[config.mk]
export PLATFORM = sky130hd
export DESIGN_NAME = add_16bit_nibble_seq
export DESIGN_NICKNAME = d
export VERILOG_FILES = /design/src/rtl/add_16bit_nibble_seq.sv
export SDC_FILE = /design/constraint.sdc
export NUM_CORES = 1
export LEC_CHECK = 0
export CAP_MARGIN = 40
export CORE_MARGIN = 4
export CORE_UTILIZATION = 40
export DETAILED_ROUTE_END_ITERATION = 8
export DONT_BUFFER_PORTS = 1
export HOLD_SLACK_MARGIN = 0.03
export PLACE_DENSITY = 0.64
export SYNTH_ARGS = -nofsm -noshare
export SYNTH_HDL_FRONTEND = slang
export SYNTH_SLANG_ARGS = --single-unit
[constraint.sdc]
create_clock -name clk -period 8.2 [get_ports clk]
set_clock_uncertainty 0.2 [all_clocks]
set_input_delay 0.82 -clock clk [delete_from_list [all_inputs] [get_ports clk]]
set_output_delay 0.82 -clock clk [all_outputs]
set_load 0.02 [all_outputs]
[src/rtl/add_16bit_nibble_seq.sv]
// ---------------------------------------------------------------------------
// add_16bit_nibble_seq
//
// Purpose:
//   16-bit adder/subtractor that computes its result over four clock cycles.
//   One 4-bit carry-lookahead adder is shared across the four nibbles, and
//   the carry ripples between cycles through a carry register.
//
//   Operation sequence:
//     IDLE : waits for start, then captures the operands.
//     RUN  : four cycles, one nibble per cycle, starting with nibble 0.
//     DONE : one cycle with done high, then returns to IDLE.
//   The outputs change only on the last RUN edge.
//
// Ports:
//   clk    in   1   sole clock, rising edge
//   rst_n  in   1   synchronous active-low reset
//   start  in   1   request pulse, sampled only in IDLE
//   sub    in   1   0 = a+b, 1 = a-b, sampled with start
//   a      in  16   operand A, sampled with start
//   b      in  16   operand B, sampled with start
//   busy   out  1   high whenever the state is not IDLE
//   done   out  1   one-cycle completion pulse
//   sum    out 16   registered result
//   cout   out  1   carry out of bit 15 (for sub: 1 = no borrow)
//   ovfl   out  1   two's-complement signed overflow
//   zero   out  1   result equals 0x0000
// ---------------------------------------------------------------------------

// 4-bit carry-lookahead adder. All carries are formed directly from the
// generate and propagate terms, so none of them ripples through another.
module add_4bit_lookahead (
    input  logic [3:0] a,
    input  logic [3:0] b,
    input  logic       cin,
    output logic [3:0] sum,
    output logic       c4
);

    logic [3:0] g_s;
    logic [3:0] p_s;
    logic [4:0] c_s;

    // Generate/propagate terms and the flattened lookahead carry equations.
    always_comb begin
        g_s = a & b;
        p_s = a ^ b;
        c_s = 5'b0_0000;
        c_s[0] = cin;
        c_s[1] = g_s[0] | (p_s[0] & cin);
        c_s[2] = g_s[1] | (p_s[1] & g_s[0]) | (p_s[1] & p_s[0] & cin);
        c_s[3] = g_s[2] | (p_s[2] & g_s[1]) | (p_s[2] & p_s[1] & g_s[0])
               | (p_s[2] & p_s[1] & p_s[0] & cin);
        c_s[4] = g_s[3] | (p_s[3] & g_s[2]) | (p_s[3] & p_s[2] & g_s[1])
               | (p_s[3] & p_s[2] & p_s[1] & g_s[0])
               | (p_s[3] & p_s[2] & p_s[1] & p_s[0] & cin);
        sum = p_s ^ c_s[3:0];
        c4  = c_s[4];
    end

endmodule

module add_16bit_nibble_seq (
    input  logic        clk,
    input  logic        rst_n,
    input  logic        start,
    input  logic        sub,
    input  logic [15:0] a,
    input  logic [15:0] b,
    output logic        busy,
    output logic        done,
    output logic [15:0] sum,
    output logic        cout,
    output logic        ovfl,
    output logic        zero
);

    localparam logic [1:0] ST_IDLE = 2'd0;
    localparam logic [1:0] ST_RUN  = 2'd1;
    localparam logic [1:0] ST_DONE = 2'd2;

    logic [1:0]  state_r;
    logic [1:0]  idx_r;
    logic        carry_r;
    logic [15:0] opa_r;
    logic [15:0] opb_r;
    logic [15:0] acc_r;
    logic        busy_r;
    logic        done_r;
    logic [15:0] sum_r;
    logic        cout_r;
    logic        ovfl_r;
    logic        zero_r;

    logic [3:0]  nib_a_s;
    logic [3:0]  nib_b_s;
    logic [3:0]  add_sum_s;
    logic        add_c4_s;
    logic [15:0] full_sum_s;
    logic        full_ovfl_s;

    // Select the operand nibbles for the current nibble index.
    always_comb begin
        nib_a_s = 4'h0;
        nib_b_s = 4'h0;
        case (idx_r)
            2'd0: begin
                nib_a_s = opa_r[3:0];
                nib_b_s = opb_r[3:0];
            end
            2'd1: begin
                nib_a_s = opa_r[7:4];
                nib_b_s = opb_r[7:4];
            end
            2'd2: begin
                nib_a_s = opa_r[11:8];
                nib_b_s = opb_r[11:8];
            end
            2'd3: begin
                nib_a_s = opa_r[15:12];
                nib_b_s = opb_r[15:12];
            end
            default: begin
                nib_a_s = 4'h0;
                nib_b_s = 4'h0;
            end
        endcase
    end

    // The single shared nibble adder.
    add_4bit_lookahead u_cla (
        .a   (nib_a_s),
        .b   (nib_b_s),
        .cin (carry_r),
        .sum (add_sum_s),
        .c4  (add_c4_s)
    );

    // Full result as it will exist after the final nibble. This value is used
    // only on the i=3 edge, when nibbles 0..2 are already in the accumulator.
    // opB already holds ~b for subtraction, so one overflow rule covers both
    // operations.
    always_comb begin
        full_sum_s  = {add_sum_s, acc_r[11:0]};
        full_ovfl_s = (opa_r[15] == opb_r[15]) && (full_sum_s[15] != opa_r[15]);
    end

    // Sequencer, nibble accumulator and result registers.
    always_ff @(posedge clk) begin
        if (!rst_n) begin
            state_r <= ST_IDLE;
            idx_r   <= 2'd0;
            carry_r <= 1'b0;
            opa_r   <= 16'h0000;
            opb_r   <= 16'h0000;
            acc_r   <= 16'h0000;
            busy_r  <= 1'b0;
            done_r  <= 1'b0;
            sum_r   <= 16'h0000;
            cout_r  <= 1'b0;
            ovfl_r  <= 1'b0;
            zero_r  <= 1'b0;
        end else begin
            case (state_r)
                ST_IDLE: begin
                    done_r <= 1'b0;
                    if (start) begin
                        opa_r   <= a;
                        // Subtraction is a + ~b + 1; the +1 enters as the initial carry.
                        opb_r   <= sub ? ~b : b;
                        carry_r <= sub;
                        idx_r   <= 2'd0;
                        state_r <= ST_RUN;
                        busy_r  <= 1'b1;
                    end else begin
                        busy_r  <= 1'b0;
                    end
                end
                ST_RUN: begin
                    acc_r[{idx_r, 2'b00} +: 4] <= add_sum_s;
                    carry_r <= add_c4_s;
                    idx_r   <= idx_r + 2'd1;
                    if (idx_r == 2'd3) begin
                        state_r <= ST_DONE;
                        done_r  <= 1'b1;
                        sum_r   <= full_sum_s;
                        cout_r  <= add_c4_s;
                        ovfl_r  <= full_ovfl_s;
                        zero_r  <= (full_sum_s == 16'h0000);
                    end else begin
                        state_r <= ST_RUN;
                    end
                end
                ST_DONE: begin
                    done_r  <= 1'b0;
                    busy_r  <= 1'b0;
                    state_r <= ST_IDLE;
                end
                default: begin
                    state_r <= ST_IDLE;
                    idx_r   <= 2'd0;
                    busy_r  <= 1'b0;
                    done_r  <= 1'b0;
                end
            endcase
        end
    end

    assign busy = busy_r;
    assign done = done_r;
    assign sum  = sum_r;
    assign cout = cout_r;
    assign ovfl = ovfl_r;
    assign zero = zero_r;

endmodule
### Yosys cells after proc, flatten, opt, wreduce, memory -nomap -nowiden

Cells that the tools add are included.

| operators by class | value |
|---|---|
| bitwise gates (word level) | 31 |
| shifts and indexed selects | 2 |
| equality and inequality tests | 8 |
| mux-type cells | 13 |
| reduce and logical (&&, ||, !) cells | 10 |
| add/subtract/negate cells | 2 |

Operators with widths:

| kind | number |
|---|---|
| 4-bit case mux with 4 select lines | 2 |
| 1-bit bitwise AND | 16 |
| 16-bit bitwise mux | 1 |
| 16-bit logical NOT | 1 |
| 16-bit 2-to-1 mux | 1 |
| 16-bit NOT | 1 |
| 4-bit by 6-bit variable shift with 16-bit output (first input constant) | 1 |
| 4-bit by 6-bit variable part select with 16-bit output | 1 |
| 1-bit bitwise OR | 10 |
| 2-bit AND reduction | 5 |
| 4-bit bitwise XOR | 2 |
| 2-bit equality test (second input constant) | 3 |
| 2-bit 2-to-1 mux | 3 |
| 4-bit negator with 6-bit output | 1 |
| 2-bit case mux with 3 select lines | 1 |
| 4-bit bitwise AND | 1 |
| 2-bit by 1-bit equality test with 1-bit output (second input constant) | 2 |
| 2-bit logical NOT | 2 |
| 1-bit case mux with 2 select lines | 2 |
| 2-bit case mux with 2 select lines | 1 |
| 2-bit by 1-bit adder with 2-bit output (second input constant) | 1 |
| 1-bit 2-to-1 mux | 2 |
| 2-bit inequality test (second input constant) | 1 |
| 2-bit nonzero test | 1 |
| other kinds (4) | 4 |

| word-level totals | value |
|---|---|
| bits in registers | 74 |
| word-level logic and storage cells | 78 |
| output and inout bits | 21 |
| input port bits | 36 |

### Logic depth before layout (Yosys ltp)

| logic depth | value |
|---|---|
| word-level depth | 10 |
| gate-level depth with buffers | 12 |
| gate-level depth less buffers | 11 |

### Cells and area by module

From an unflattened synthesis, not the netlist that was laid out.

| second synthesis, totals | value |
|---|---|
| cells, all modules | 370 |
| area total of the unflattened synthesis | 3368.2 sq um |

By module, submodules not included:

| module | cells an instance | times used | sequential area each (sq um) | area each (sq um) |
|---|---|---|---|---|
| add_16bit_nibble_seq | 353 | 1 | 1401.3 | 3220.6 |
| add_4bit_lookahead | 17 | 1 | 0.0 | 147.6 |

### Worst setup path before layout

No wires, ideal clock.

| timing | value |
|---|---|
| path kind | register to register |
| from | reg idx_r[0] |
| to | reg ovfl_r (netlist: ovfl) |
| setup time | 0.074 ns |
| slack | 5.189 ns |
| path buffers | 1 |
| required time | 7.926 ns |
| clock period less this slack | 3.011 ns |
| arrival | 2.736 ns |
| cell stages (with the launch flop) | 13 |
| path through | dfxtp_1 -> inv_1 -> ha_1 -> buf_2 -> a22oi_1 -> nand2_1 -> mux2i_1 -> inv_1 -> ha_1 -> a211o_1 -> a311o_1 -> a31o_1 -> a31oi_2 |

| on the way | value |
|---|---|
| cells in the longest elaborated chain, start to end | 10 |
| elaborated cells on any way between the ends | 20 |
| classes of those cells | eq/ne: 4; mux: 2; bitwise: 11; reduce/logical: 3 |

RTL lines:

| item | line | RTL |
|---|---|---|
| from (decl) | 83 | `logic [1:0] idx_r;` |
| from (signal assigned) | 182 | `idx_r <= idx_r + 2'd1;` |
| 2-bit equality test, or another cell as far along | 106, 183 |  |
| 4-bit case mux with 4 select lines | 106 | `case (idx_r)` |
| 4-bit bitwise XOR / 4-bit bitwise AND (equally long branches) | 47, 46 |  |
| 1-bit bitwise AND, on equally long branches | 52, 53 |  |
| 1-bit bitwise OR, or another cell as far along | 52 | `c_s[3] = g_s[2] \| (p_s[2] & g_s[1]) \| (p_s[2] & p_s[1] & g_s[0])` |
| 1-bit bitwise OR / 1-bit bitwise AND (equally long branches) | 52, 53 |  |
| 1-bit bitwise OR | 53 | `\| (p_s[2] & p_s[1] & p_s[0] & cin);` |
| 4-bit bitwise XOR | 57 | `sum = p_s ^ c_s[3:0];` |
| 1-bit inequality test | 145 | `full_ovfl_s = (opa_r[15] == opb_r[15]) && (full_sum_s[15] != opa_r[15]);` |
| 1-bit logical AND | 145 |  |
| to (signal assigned) | 188 | `ovfl_r <= full_ovfl_s;` |
| to (decl) | 92 | `logic ovfl_r;` |

Several ways; a longest one is shown, not always the timed one.
A chain may end at the register's enable or synchronous reset.

### Final worst setup path

Same ends and word-level chain as after synthesis.

==> metrics.yaml <==
cts:
  cts_tree: "done"
  clock-sinks: 70
  cts_buffer_depth: 2
  insertion_delay_ps: 340
  root_buffer: "clkbuf_8"
  clk_pin_slew_ps: 80
  cts_buffers: 9
  htreeDepth: 3
  cts_resized: 0
  hold_buffers: 0
  post_cts_buffers: 0
grt:
  grt.total_usage: 0.155
  antenna_found_initial: 0
  overflow: 0
  grt_pass1_wl_mm: 12.4
  first_global_vias: 2430
  grt_max_degree: 70
timing:
  worst_pin_slew_ps: 786
  slew_violations: 0
  timing.final.crit_share: 0.411
  fmax_ghz: 0.297
  period_minus_slack_ps: 3370
  worst_slack_ps: 4830
  slew_headroom: 0.474
  setup_viol: 0
  tns_ps: 0
  hold_violations: 0
  rsz0062_at_grt: "no"
finish:
  synthToLayoutAreaGrowth_pct: 8.45
  fin_nets: 407
  drive_gt1_frac: 0.0630
  diodes: 0
pwr:
  combPwrFrac: 0.102
  pwr-share-seq: 0.466
  power.density_nw_per_um2: 219
  leakage_nw: 1.50
  swShare: 0.236
  p_sw_uw: 185
  ir_drop_mv: 0.0857
  p_int_uw: 601
  p_clk_frac: 0.432
synthesis:
  synth_area_per_cell_um2: 8.92
  yosysWarnings: 0
  synth_area_um2: 3320
  synth_top_area_cell: "dfxtp_1"
  postSynth.asyncResetShare: 0
  synth_top_area_share: 0.422
  synthTopCellsByArea: "dfxtp_1, nand2_1, a21boi_1, o211a_1, ha_1"
  ys_top_cells_by_count: "nand2_1, dfxtp_1, a21boi_1, o211a_1, xnor2_1"
  ys_types: 43
  yosys_most_used_dff: "dfxtp_1"
  synth.most_common_cell: "nand2_1"
  synth-edff-count: 0
  ys_seq_elements: 70
  synthesis.nets: 419
  syn_inst: 372
  synth-seq-area-share: 0.422
floorplanning:
  initial_core_util: 0.421
  die_w_um: 99.1
  die_area_um2: 9810
  design.core.area_um2: 7890
  num_rows: 32
  die_y_um: 99.1
  pin_count: 57
route:
  drcViolationCount: 0
  dr.pass1.iters: 5
  drt-total-wl_mm: 7.33
  avgRoutedWirePerCell_um: 15.7
  drt_iter0_drc: 165
  vias: 2510
  postRouteAntennaNets: 0
  viasPerCell: 5.37
placement:
  place_ws_ps: 4880
  hpwl_mm: 5.14
  io_buffers: 0
  place.gp.congestion: 0.967
outcome:
  outcome: "finished clean"
critical_path:
  cp-end-kind: "register"
  cp_data_required_time_ps: 8270
  worstSetupPathType: "register to register"
  cp_max_fo: 9
  crit_arrival_ps: 3440
  critPathLaunchType: "register"
run:
  maxCapViolCount: 0
hold_path:
  worstHoldPathType: "register to register"
[area by class of cell]
cell class	instances	area (um^2)
Timing Repair Buffer	1	7.51
Sequential cell	70	1400
Clock inverter	6	109
Multi-Input combinational cell	265	1770
Inverter	13	48.8
Fill cell	768	4290
Clock buffer	10	138
Tap cell	102	128
[metrics by stage]
stage | std cells | hold WS (ps) | power, mW | area [um^2] | utilization
after floorplan | 372 | 234 | 0.441 | 3320 | -
after global routing | 467 | 282 | 0.821 | 3600 | 0.456
after detailed placement | 451 | 250 | 0.454 | 3350 | 0.425
after CTS | 467 | 261 | 0.793 | 3600 | 0.456
final | 467 | 258 | 0.786 | 3600 | 0.456
after global placement | 451 | 245 | 0.452 | 3350 | 0.425
[logic make-up (layout without fill, tap and decap cells)]
kind of cell             Yosys count  count (layout)  share of synthesized area
AND/OR/NAND/NOR                  139             139                      0.199
AO/OA/AOI/OAI                     90              90                      0.219
flip-flops                        70              70                      0.422
buffers and inverters             37              30                     0.0460
XOR/XNOR                          17              17                     0.0449
adder cells (fa/ha/maj)           11              11                     0.0438
multiplexers                       8               8                     0.0245
[power groups by stage]
stage | Combinational (mW) | Sequential [mW] | Clock (mW)
global placement | 0.0779 | 0.374 | 0
floorplan | 0.0720 | 0.369 | 0
finish | 0.0799 | 0.366 | 0.340
global route | 0.0895 | 0.368 | 0.364
detailed placement | 0.0799 | 0.374 | 0
CTS | 0.0799 | 0.366 | 0.347
[critical path: stages, from the launching register on]
cell and delay [ps]:
dfxtp_1 480, inv_1 150, ha_1 350, a22oi_1 210
nand2_1 80, mux2i_1 250, inv_1 110, ha_1 340
a211o_1 310, a311o_1 400, a31o_1 270, a31oi_2 150
[placed cells by master (no fill, tap or decap), types with 7 or more instances in the layout]
| cell | synthesis | layout |
|---|---|---|
| xnor2_1 | 14 | 14 |
| nor2b_1 | 13 | 12 |
| clkbuf_8 | 0 | 10 |
| dfxtp_1 | 70 | 70 |
| a22oi_1 | 8 | 8 |
| o211a_1 | 17 | 17 |
| inv_1 | 12 | 12 |
| nand2_1 | 91 | 91 |
| mux2i_1 | 7 | 7 |
| ha_1 | 10 | 10 |
| a21boi_1 | 34 | 34 |
[worst paths after layout]
kind	endpoint	cells after the start	slack (ps)	startpoint
hold / removal	opa_r[3]$_SDFFE_PN0P_	2	260	opa_r[3]$_SDFFE_PN0P_
setup reg to reg	ovfl$_SDFFE_PN0P_	11	4830	idx_r[0]$_SDFFE_PN0P_
setup / recovery	ovfl$_SDFFE_PN0P_	11	4830	idx_r[0]$_SDFFE_PN0P_
hold reg to reg	opa_r[3]$_SDFFE_PN0P_	2	260	opa_r[3]$_SDFFE_PN0P_
[registers in the layout (all words and copies together), names as in the netlist]
name and count:
ovfl 1, done 1, zero 1, state_r 2
sum 16, busy 1, opb_r 16, carry_r 1
acc_r 12, cout 1, opa_r 16, idx_r 2
[metal layers]
layer	wire length, um	GRT usage	up-vias
met2	3190	0.229	66
met3	472	0.0566	10
li1	-	-	1271
met5	0	0	-
met1	3540	0.210	1163
met4	129	0.0515	0
Note: power is estimated with default switching activity, not from simulation.
